## src/rtl/mm_request_arbiter.sv

```systemverilog
// Round-robin front end for one shared 3x3 matrix-multiply engine: grants a
// requester, latches its operands, runs the start/done handshake and returns the product.
module mm_request_arbiter #(
  parameter int NUM_REQ        = 4,
  parameter int MATRIX_SIZE    = 3,
  parameter int DATA_SIZE      = 8,
  parameter int TIMEOUT_CYCLES = 64
) (
  input  logic                                                            clk,
  input  logic                                                            reset,
  input  logic [NUM_REQ-1:0]                                              req,
  input  logic [NUM_REQ-1:0][MATRIX_SIZE-1:0][MATRIX_SIZE-1:0][DATA_SIZE-1:0] req_a,
  input  logic [NUM_REQ-1:0][MATRIX_SIZE-1:0][MATRIX_SIZE-1:0][DATA_SIZE-1:0] req_b,
  output logic [NUM_REQ-1:0]                                              grant,
  output logic                                                            busy,
  output logic                                                            mm_start,
  input  logic                                                            mm_done,
  output logic [MATRIX_SIZE-1:0][MATRIX_SIZE-1:0][DATA_SIZE-1:0]          mm_store_a,
  output logic [MATRIX_SIZE-1:0][MATRIX_SIZE-1:0][DATA_SIZE-1:0]          mm_store_b,
  input  logic [MATRIX_SIZE*MATRIX_SIZE-1:0][DATA_SIZE-1:0]               mm_result,
  output logic                                                            rsp_valid,
  input  logic                                                            rsp_ready,
  output logic [$clog2(NUM_REQ)-1:0]                                      rsp_id,
  output logic [MATRIX_SIZE*MATRIX_SIZE-1:0][DATA_SIZE-1:0]               rsp_matrix,
  output logic                                                            rsp_error
);

  localparam int ID_W  = $clog2(NUM_REQ);
  localparam int CNT_W = $clog2(TIMEOUT_CYCLES + 1);
  localparam logic [CNT_W-1:0] CNT_LAST  = CNT_W'(TIMEOUT_CYCLES - 1);
  localparam logic [ID_W-1:0]  LAST_INIT = ID_W'(NUM_REQ - 1);

  typedef logic [MATRIX_SIZE-1:0][MATRIX_SIZE-1:0][DATA_SIZE-1:0] mat_t;
  typedef logic [MATRIX_SIZE*MATRIX_SIZE-1:0][DATA_SIZE-1:0]      flat_t;

  typedef enum logic [2:0] {
    IDLE  = 3'd0,
    LOAD  = 3'd1,
    RUN   = 3'd2,
    DRAIN = 3'd3,
    RESP  = 3'd4
  } state_t;

  state_t               state_r, state_s;
  logic [ID_W-1:0]      win_r, win_s;
  logic [ID_W-1:0]      last_r, last_s;
  logic [ID_W-1:0]      pick_s;
  logic [CNT_W-1:0]     cnt_r, cnt_s;
  logic [NUM_REQ-1:0]   grant_s;
  logic                 busy_s;
  logic                 start_s;
  mat_t                 store_a_s, store_b_s;
  logic                 valid_s;
  logic [ID_W-1:0]      id_s;
  flat_t                matrix_s;
  logic                 error_s;

  // First set request searching upward from last+1; last itself has lowest priority.
  function automatic logic [ID_W-1:0] rr_pick(input logic [NUM_REQ-1:0] r,
                                              input logic [ID_W-1:0]    last);
    logic [ID_W-1:0] pick;
    int              idx;
    pick = last;
    for (int off = NUM_REQ; off >= 1; off--) begin
      idx = (int'(last) + off) % NUM_REQ;
      if (r[idx]) begin
        pick = ID_W'(idx);
      end
    end
    return pick;
  endfunction

  // Next-state and next-output decode; every output is registered from these values.
  always_comb begin
    state_s   = state_r;
    win_s     = win_r;
    last_s    = last_r;
    cnt_s     = cnt_r;
    grant_s   = '0;
    store_a_s = mm_store_a;
    store_b_s = mm_store_b;
    id_s      = rsp_id;
    matrix_s  = rsp_matrix;
    error_s   = rsp_error;
    pick_s    = rr_pick(req, last_r);

    case (state_r)
      IDLE: begin
        if (req != '0) begin
          win_s   = pick_s;
          grant_s = {{(NUM_REQ-1){1'b0}}, 1'b1} << pick_s;
          state_s = LOAD;
        end else begin
          state_s = IDLE;
        end
      end
      LOAD: begin
        store_a_s = req_a[win_r];
        store_b_s = req_b[win_r];
        last_s    = win_r;
        id_s      = win_r;
        cnt_s     = '0;
        state_s   = RUN;
      end
      RUN: begin
        // A done arriving on the final watchdog cycle still counts as success.
        if (mm_done) begin
          matrix_s = mm_result;
          error_s  = 1'b0;
          cnt_s    = '0;
          state_s  = DRAIN;
        end else if (cnt_r == CNT_LAST) begin
          matrix_s = '0;
          error_s  = 1'b1;
          cnt_s    = '0;
          state_s  = DRAIN;
        end else begin
          cnt_s    = cnt_r + {{(CNT_W-1){1'b0}}, 1'b1};
        end
      end
      DRAIN: begin
        if (!mm_done) begin
          state_s  = RESP;
        end else if (cnt_r == CNT_LAST) begin
          matrix_s = '0;
          error_s  = 1'b1;
          state_s  = RESP;
        end else begin
          cnt_s    = cnt_r + {{(CNT_W-1){1'b0}}, 1'b1};
        end
      end
      RESP: begin
        if (rsp_valid && rsp_ready) begin
          state_s = IDLE;
        end else begin
          state_s = RESP;
        end
      end
      default: begin
        state_s = IDLE;
      end
    endcase

    busy_s  = (state_s != IDLE);
    start_s = (state_s == RUN);
    valid_s = (state_s == RESP);
  end

  // State and output registers; reset discards any job in flight.
  always_ff @(posedge clk or posedge reset) begin
    if (reset) begin
      state_r    <= IDLE;
      win_r      <= '0;
      last_r     <= LAST_INIT;
      cnt_r      <= '0;
      grant      <= '0;
      busy       <= 1'b0;
      mm_start   <= 1'b0;
      mm_store_a <= '0;
      mm_store_b <= '0;
      rsp_valid  <= 1'b0;
      rsp_id     <= '0;
      rsp_matrix <= '0;
      rsp_error  <= 1'b0;
    end else begin
      state_r    <= state_s;
      win_r      <= win_s;
      last_r     <= last_s;
      cnt_r      <= cnt_s;
      grant      <= grant_s;
      busy       <= busy_s;
      mm_start   <= start_s;
      mm_store_a <= store_a_s;
      mm_store_b <= store_b_s;
      rsp_valid  <= valid_s;
      rsp_id     <= id_s;
      rsp_matrix <= matrix_s;
      rsp_error  <= error_s;
    end
  end

endmodule

```

## config.mk

```make
export PLATFORM = sky130hd
export DESIGN_NAME = mm_request_arbiter
export DESIGN_NICKNAME = d
export VERILOG_FILES = /design/src/rtl/mm_request_arbiter.sv
export SDC_FILE = /design/constraint.sdc
export NUM_CORES = 1
export LEC_CHECK = 0
export ABC_AREA = 1
export ABC_CLOCK_PERIOD_IN_PS = 7900
export BUFFER_PORTS_ARGS = -buffer_cell sky130_fd_sc_hd__clkbuf_2
export CAP_MARGIN = 20
export CORE_AREA = 2 2 348 350
export CTS_CLUSTER_DIAMETER = 120
export DETAILED_ROUTE_END_ITERATION = 7
export DIE_AREA = 0 0 350 352
export SLEW_MARGIN = 5
export SYNTH_ARGS = -nofsm -noshare
export SYNTH_HDL_FRONTEND = slang
export SYNTH_SLANG_ARGS = --single-unit
export TNS_END_PERCENT = 100
```

## constraint.sdc

```tcl
create_clock -name clk -period 7.9 [get_ports clk]
set_input_delay 1.58 -clock clk [delete_from_list [all_inputs] [get_ports clk]]
set_output_delay 1.58 -clock clk [all_outputs]
set_load 0.03 [all_outputs]
```

==> flow_summary.json, run 1 <==
{
  "ctsHoldBuffers": 0,
  "tightestPinTransition_ns": 0.941,
  "wirelength_um": 96100,
  "yosysSeqAreaShare": 0.449,
  "peakVddDrop_uv": 188,
  "drt-pass1-iter-count": 5,
  "syn_avg_cell_area_um2": 7.00,
  "cp.arrival_ns": 3.33,
  "r2r_cells": 6,
  "tritoncts": "built",
  "place_congestion": 0.917,
  "startpoint_type": "input port",
  "numCtsBuffers": 35,
  "rows": 127,
  "placed_area_mm2": 0.0194,
  "min_path_type": "reg2reg",
  "synth_seq_cells": 240,
  "cts.sinks": 240,
  "worstReg2RegStart": "win_r[0]$_DFFE_PP0N_",
  "die_area_mm2": 0.123,
  "min_path_cells": 2,
  "skew_ns": 0.0220,
  "vias": 17200,
  "hp-start": "mm_store_b[68]$_DFFE_PP0P_",
  "rsz0062_at_grt": "false",
  "fmax_mhz": 343,
  "syn_nets": 2567,
  "yosysTopAreaCell": "dfrtp_1",
  "grt_pass1_vias": 16400,
  "p_per_area_mw_per_mm2": 458,
  "clockBufferDepth": 3,
  "port_buffers": 881,
  "antenna_found_initial": 67,
  "fp.dieH_um": 352,
  "worst-path-max-fanout": 73,
  "min_to": "mm_store_b[68]$_DFFE_PP0P_",
  "slew_viol_final": 0,
  "endpoint_kind": "register",
  "drive_above_1_share": 0.358,
  "initial_core_util": 0.112,
  "routed_via_density": 3.95,
  "fillers": 13800,
  "fin_tns_setup_ns": 0,
  "final_common_cell": "clkbuf_2",
  "synth_edf_count": 0,
  "max-slew-margin-rel": 0.373,
  "fp.coreArea_mm2": 0.119,
  "synth.top_cell.area_share": 0.445,
  "synthFlopType": "dfrtp_1",
  "netlist_instances": 1910,
  "fin_nets": 3349,
  "final_cell_area_mm2": 0.0207,
  "cts_resized": 0,
  "async_reset_ff_frac": 1.00,
  "reg2reg_to": "mm_store_b[14]$_DFFE_PP0P_",
  "cts_root_buf": "clkbuf_16",
  "ys_types": 28,
  "post_cts_buffers": 0,
  "reg2reg_slack_ns": 5.14,
  "track_usage": 0.149,
  "grt_pass1_wl_um": 129000,
  "status": "completed",
  "h-tree-depth": 2,
  "cap_violations": 0,
  "grt_max_degree": 158,
  "synth_area_mm2": 0.0134,
  "dp_hpwl_um": 78600,
  "setup_violations": 0,
  "criticalPathCategory": "in2reg",
  "grt_overflow": 0,
  "area_growth_pct": 54.7,
  "drc": 0,
  "hold_viol": 0,
  "die_w_um": 350,
  "yosysWarnings": 0,
  "ant_nets": 0,
  "min_period_over_period": 0.369,
  "insertion_delay_ns": 0.59,
  "clk_pin_slew_worst_paths_ns": 0.05,
  "wl_per_cell_um": 22.1,
  "drt-initial-drc-count": 1331,
  "required_ns": 8.32,
  "power.leakage_nw": 10.3,
  "synthTopCellsByArea": "dfrtp_1 45%, nand2_1 14%, o21ai_0 14%",
  "io_pins": 882,
  "final_cell_mix": "881 x clkbuf_2, 484 x nand2_1, 376 x nor2_1",
  "min_period_ns": 2.91
}
[worst max-delay path by stage]
stage	from	endpoint	slack, ns	cells after the start
detailed placement	mm_done	rsp_matrix[54]$_DFFE_PP0P_	4.35	7
global placement	mm_done	rsp_matrix[16]$_DFFE_PP0P_	4.06	6
floorplan	reset	busy$_DFF_PP0_	3.17	1
CTS	rsp_matrix[36]$_DFFE_PP0P_	rsp_matrix[36]	4.95	1
global route	mm_done	rsp_matrix[54]$_DFFE_PP0P_	4.83	7
finish	mm_done	rsp_matrix[54]$_DFFE_PP0P_	4.99	7
[kinds of logic (layout without fill, tap and decap cells)]
kind of cell             Yosys count  after routing  synth area share
AO/OA/AOI/OAI                    598            598             0.238
flip-flops                       240            240             0.449
AND/OR/NAND/NOR                  883            883             0.252
other                              0             18                 0
XOR/XNOR                           2              2           0.00131
adder cells (fa/ha/maj)            1              1          0.000935
buffers and inverters            186            994            0.0579
[sequential cells by signal, indices dropped and copies added (netlist names)]
signal and cells:
busy 1, state_r 3, rsp_error 1, mm_start 1, mm_store_b 72, rsp_id 2
grant 4, rsp_matrix 72, win_r 2, rsp_valid 1, mm_store_a 72, last_r 2
cnt_r 7
[through the flow]
stage | setup slack [ns] | hold WS (ns) | util | cells | power, mW
after CTS | 4.95 | 0.480 | 0.173 | 4330 | 9.62
after detailed placement | 4.35 | 0.464 | 0.162 | 4267 | 7.80
final | 4.99 | 0.476 | 0.173 | 4348 | 9.48
after global routing | 4.83 | 0.493 | 0.173 | 4336 | 10.2
after floorplan | 3.17 | 0.472 | - | 1910 | 5.73
after global placement | 4.06 | 0.460 | 0.162 | 4266 | 7.74
[layout make-up]
type	count	area, um^2	share of cell area
multi-input cells	1484	6610	0.320
flip-flops and latches	240	6020	0.291
repair buffers	902	4620	0.223
well taps	1612	2020	0.0975
clock buffers	49	978	0.0473
clock inverters	14	273	0.0132
inverters	29	130	0.00629
diodes	18	45.0	0.00218
[Yosys cell counts (2+ instances only)]
cell and number:
clkbuf_1 97, o21ai_1 11, inv_1 25, dfstp_2 2, a21oi_1 79, dfrtp_1 238
nand2_1 484, o21ai_0 361, nand2_2 2, nor2_1 377, o22ai_1 144, a211oi_1 2
inv_2 3, nand3_1 14, buf_2 58
[metal layers]
layer	share of wire	GRT usage	wire length, um
met1	0.41	0.184	39600
met2	0.45	0.238	43700
met3	0.091	0.0505	8720
met4	0.040	0.0553	3810
met5	0.0029	0	275
[critical path, cell delays in order]
cell and delay (ns):
clkbuf_2 0.14, o21ai_4 0.07, buf_4 0.57, nand2_2 0.40
buf_12 0.30, o21ai_0 0.13, a21oi_1 0.12
[power breakdown]
group	switching, mW	internal [mW]	leakage [nW]
Clock	0.676	1.07	0.604
Sequential	0.439	1.84	2.88
Combinational	4.01	1.44	6.84
Total	5.13	4.35	10.3
(Power assumes the default switching activity.)
==> inputs of run 2 (changes only) <==
--- a/config.mk
+++ b/config.mk
@@ -5,14 +5,14 @@
 export SDC_FILE = /design/constraint.sdc
 export NUM_CORES = 1
 export LEC_CHECK = 0
-export ABC_AREA = 1
-export ABC_CLOCK_PERIOD_IN_PS = 7900
+export ABC_AREA = 0
+export ABC_CLOCK_PERIOD_IN_PS = 3000
 export BUFFER_PORTS_ARGS = -buffer_cell sky130_fd_sc_hd__clkbuf_2
 export CAP_MARGIN = 20
-export CORE_AREA = 2 2 348 350
+export CORE_AREA = 2 2 346 348
 export CTS_CLUSTER_DIAMETER = 120
 export DETAILED_ROUTE_END_ITERATION = 7
-export DIE_AREA = 0 0 350 352
+export DIE_AREA = 0 0 348 350
 export SLEW_MARGIN = 5
 export SYNTH_ARGS = -nofsm -noshare
 export SYNTH_HDL_FRONTEND = slang
==> constraint.sdc (replaced) <==
create_clock -name clk -period 3 [get_ports clk]
set_input_delay 0.6 -clock clk [delete_from_list [all_inputs] [get_ports clk]]
set_output_delay 0.6 -clock clk [all_outputs]
set_load 0.03 [all_outputs]
==> flow_summary.json, run 2 <==
{
  "status": "completed",
  "reg2reg_slack_ns": 0.83,
  "track_usage": 0.114,
  "synth_xor_xnor_area_share": 0,
  "async_reset_ff_frac": 1.00,
  "fp.coreArea_mm2": 0.118,
  "min_period_ns": 2.17,
  "worstReg2RegStart": "state_r[0]$_DFF_PP0_",
  "cp.arrival_ns": 2.66,
  "fmax_mhz": 460,
  "timing.hold.ws_ns": 0.326,
  "slew_viol_final": 0,
  "yosysSeqAreaShare": 0.463,
  "power.leakage_nw": 9.31,
  "synth_fa_ha_area_frac": 0.000964,
  "post_cts_buffers": 0,
  "fin_tns_setup_ns": 0,
  "fin_nets": 2465,
  "synth.top_cell.area_share": 0.459,
  "endpoint_kind": "register",
  "syn_avg_cell_area_um2": 13.9,
  "netlist_instances": 933,
  "drt-initial-drc-count": 828,
  "rows": 126,
  "synthTopCellsByArea": "dfrtp_1 46%, mux4_2 25%, mux2_2 13%",
  "place_congestion": 0.963,
  "multi_input_area_mm2": 0.00647,
  "synth_area_mm2": 0.0130,
  "grt_overflow": 0,
  "tightestPinTransition_ns": 0.844,
  "reg2reg_to": "rsp_matrix[54]$_DFFE_PP0P_",
  "grt_max_degree": 74,
  "final_cell_mix": "881 x clkbuf_2, 236 x dfrtp_1, 145 x mux2_2",
  "fp.dieH_um": 350,
  "peakVddDrop_uv": 736,
  "numCtsBuffers": 35,
  "drc": 0,
  "max-slew-margin-rel": 0.433,
  "yosysWarnings": 0,
  "rsz0062_at_grt": "false",
  "wirelength_um": 72200,
  "min_path_cells": 3,
  "h-tree-depth": 2,
  "die_w_um": 348,
  "port_buffers": 881,
  "hp-start": "mm_result[48]",
  "dp_cells": 3306,
  "min_period_over_period": 0.725,
  "tritoncts": "built",
  "dp_hpwl_um": 60800,
  "seqCellArea_mm2": 0.00602,
  "die_area_mm2": 0.122,
  "r2r_cells": 5,
  "cts.sinks": 240,
  "finalPower_mw": 22.8,
  "synth_top_family_by_area": "multiplexers",
  "grt_pass1_wl_um": 97500,
  "placed_area_mm2": 0.0193,
  "startpoint_type": "register",
  "setup_violations": 0,
  "synth_most_common_cell": "dfrtp_1",
  "hold_viol": 0,
  "cts_resized": 0,
  "min_to": "rsp_matrix[48]$_DFFE_PP0P_",
  "top_regs": "mm_store_a (72), mm_store_b (72), rsp_matrix (72)",
  "synthFlopType": "dfrtp_1",
  "drive_above_1_share": 0.698,
  "syn_nets": 1590,
  "synth-compound-area-share": 0.0714,
  "criticalPathCategory": "reg2reg",
  "finalNonFillerCells": 3381,
  "initial_core_util": 0.110,
  "synth_seq_cells": 240,
  "clk_pin_slew_worst_paths_ns": 0.06,
  "area_growth_pct": 57.9,
  "routed_via_density": 3.64,
  "fillers": 13100,
  "ant_nets": 0,
  "insertion_delay_ns": 0.57,
  "final_cell_area_mm2": 0.0205,
  "synthTopCellsByCount": "238 x dfrtp_1, 145 x mux2_2, 144 x mux4_2",
  "yosysTopAreaCell": "dfrtp_1",
  "ys_types": 46,
  "synth_edf_count": 0,
  "required_ns": 3.49,
  "vias": 12300,
  "p_per_area_mw_per_mm2": 1110,
  "clockBufferDepth": 3,
  "cts_root_buf": "clkbuf_16",
  "grt_pass1_vias": 12700,
  "cap_violations": 0,
  "antenna_found_initial": 36,
  "io_pins": 882,
  "muxShareOfSynthArea": 0.376,
  "drt-pass1-iter-count": 5,
  "skew_ns": 0.0325,
  "final_common_cell": "clkbuf_2",
  "ctsHoldBuffers": 1,
  "wl_per_cell_um": 21.4,
  "worst-path-max-fanout": 37,
  "synth-simple-area-share": 0.0476,
  "min_path_type": "in2reg"
}
## run 2: cell types whose count changed in the layout (fill, tap and decap cells not counted), moves of 5 or more
cell / delta
inv_1: -16
nand2_1: -472
nor2_1: -293
o21ai_0: -315
diode_2: -5
buf_4: +7
bufinv_16: -5
o21ai_1: +23
buf_12: +11
mux2_2: +145
mux4_2: +144
o22ai_1: -144
## run 2: worst max-delay path by stage
stage | startpoint | to | slack (ns) | cells past startpoint
floorplan | reset | busy$_DFF_PP0_ | -0.75 | 1
global placement | win_r[0]$_DFFE_PP0N_ | mm_store_b[22]$_DFFE_PP0P_ | 0.82 | 3
detailed placement | win_r[0]$_DFFE_PP0N_ | mm_store_a[37]$_DFFE_PP0P_ | 0.82 | 3
CTS | win_r[0]$_DFFE_PP0N_ | mm_store_a[37]$_DFFE_PP0P_ | 0.83 | 3
global route | state_r[0]$_DFF_PP0_ | rsp_matrix[22]$_DFFE_PP0P_ | 0.66 | 5
finish | state_r[0]$_DFF_PP0_ | rsp_matrix[54]$_DFFE_PP0P_ | 0.83 | 5
## run 2: kinds of logic (layout without fill, tap and decap cells)
logic type	after synthesis	count (layout)
muxes	290	290
DFF	240	240
AOI/OAI and AO/OA	172	172
and+or+nand+nor	137	137
buffers and inverters	93	992
adders and majority gates	1	1
other	0	13
## run 2: layer usage
layer | part of all wire | track usage | routed length (um) | vias up
met3 | 0.13 | 0.0636 | 9310 | 132
met2 | 0.45 | 0.174 | 32800 | 730
li1 | - | - | - | 5342
met1 | 0.38 | 0.129 | 27200 | 6092
met5 | 0.0020 | 0 | 143 | -
met4 | 0.039 | 0.0510 | 2800 | 22
## run 2: stage by stage
step / worst slack (ns) / utilization
after global routing: 0.656 / 0.174
final: 0.826 / 0.174
after floorplan: -0.746 / -
after CTS: 0.827 / 0.174
after global placement: 0.820 / 0.164
after detailed placement: 0.822 / 0.164
## run 2: area by class of cell
class                   instances  share of cell area
inverters                      10             0.00201
clock buffers                  47              0.0484
repair buffers                921               0.239
clock inverters                14             0.00616
multi-input cells             600               0.316
well taps                    1536              0.0937
flip-flops and latches        240               0.293
diodes                         13             0.00159
## run 2: power breakdown
| group | internal, mW | switching [mW] |
|---|---|---|
| sequential | 4.88 | 1.27 |
| clock | 2.42 | 1.68 |
| combinational | 4.99 | 7.52 |
| total | 12.3 | 10.5 |
## run 2: worst max-delay path, stage by stage, from the launching register on
cell and delay [ns]:
dfrtp_1 0.61, and3b_1 0.35, nand2b_2 0.55, buf_12 0.27, o21ai_0 0.11, a21oi_1 0.18
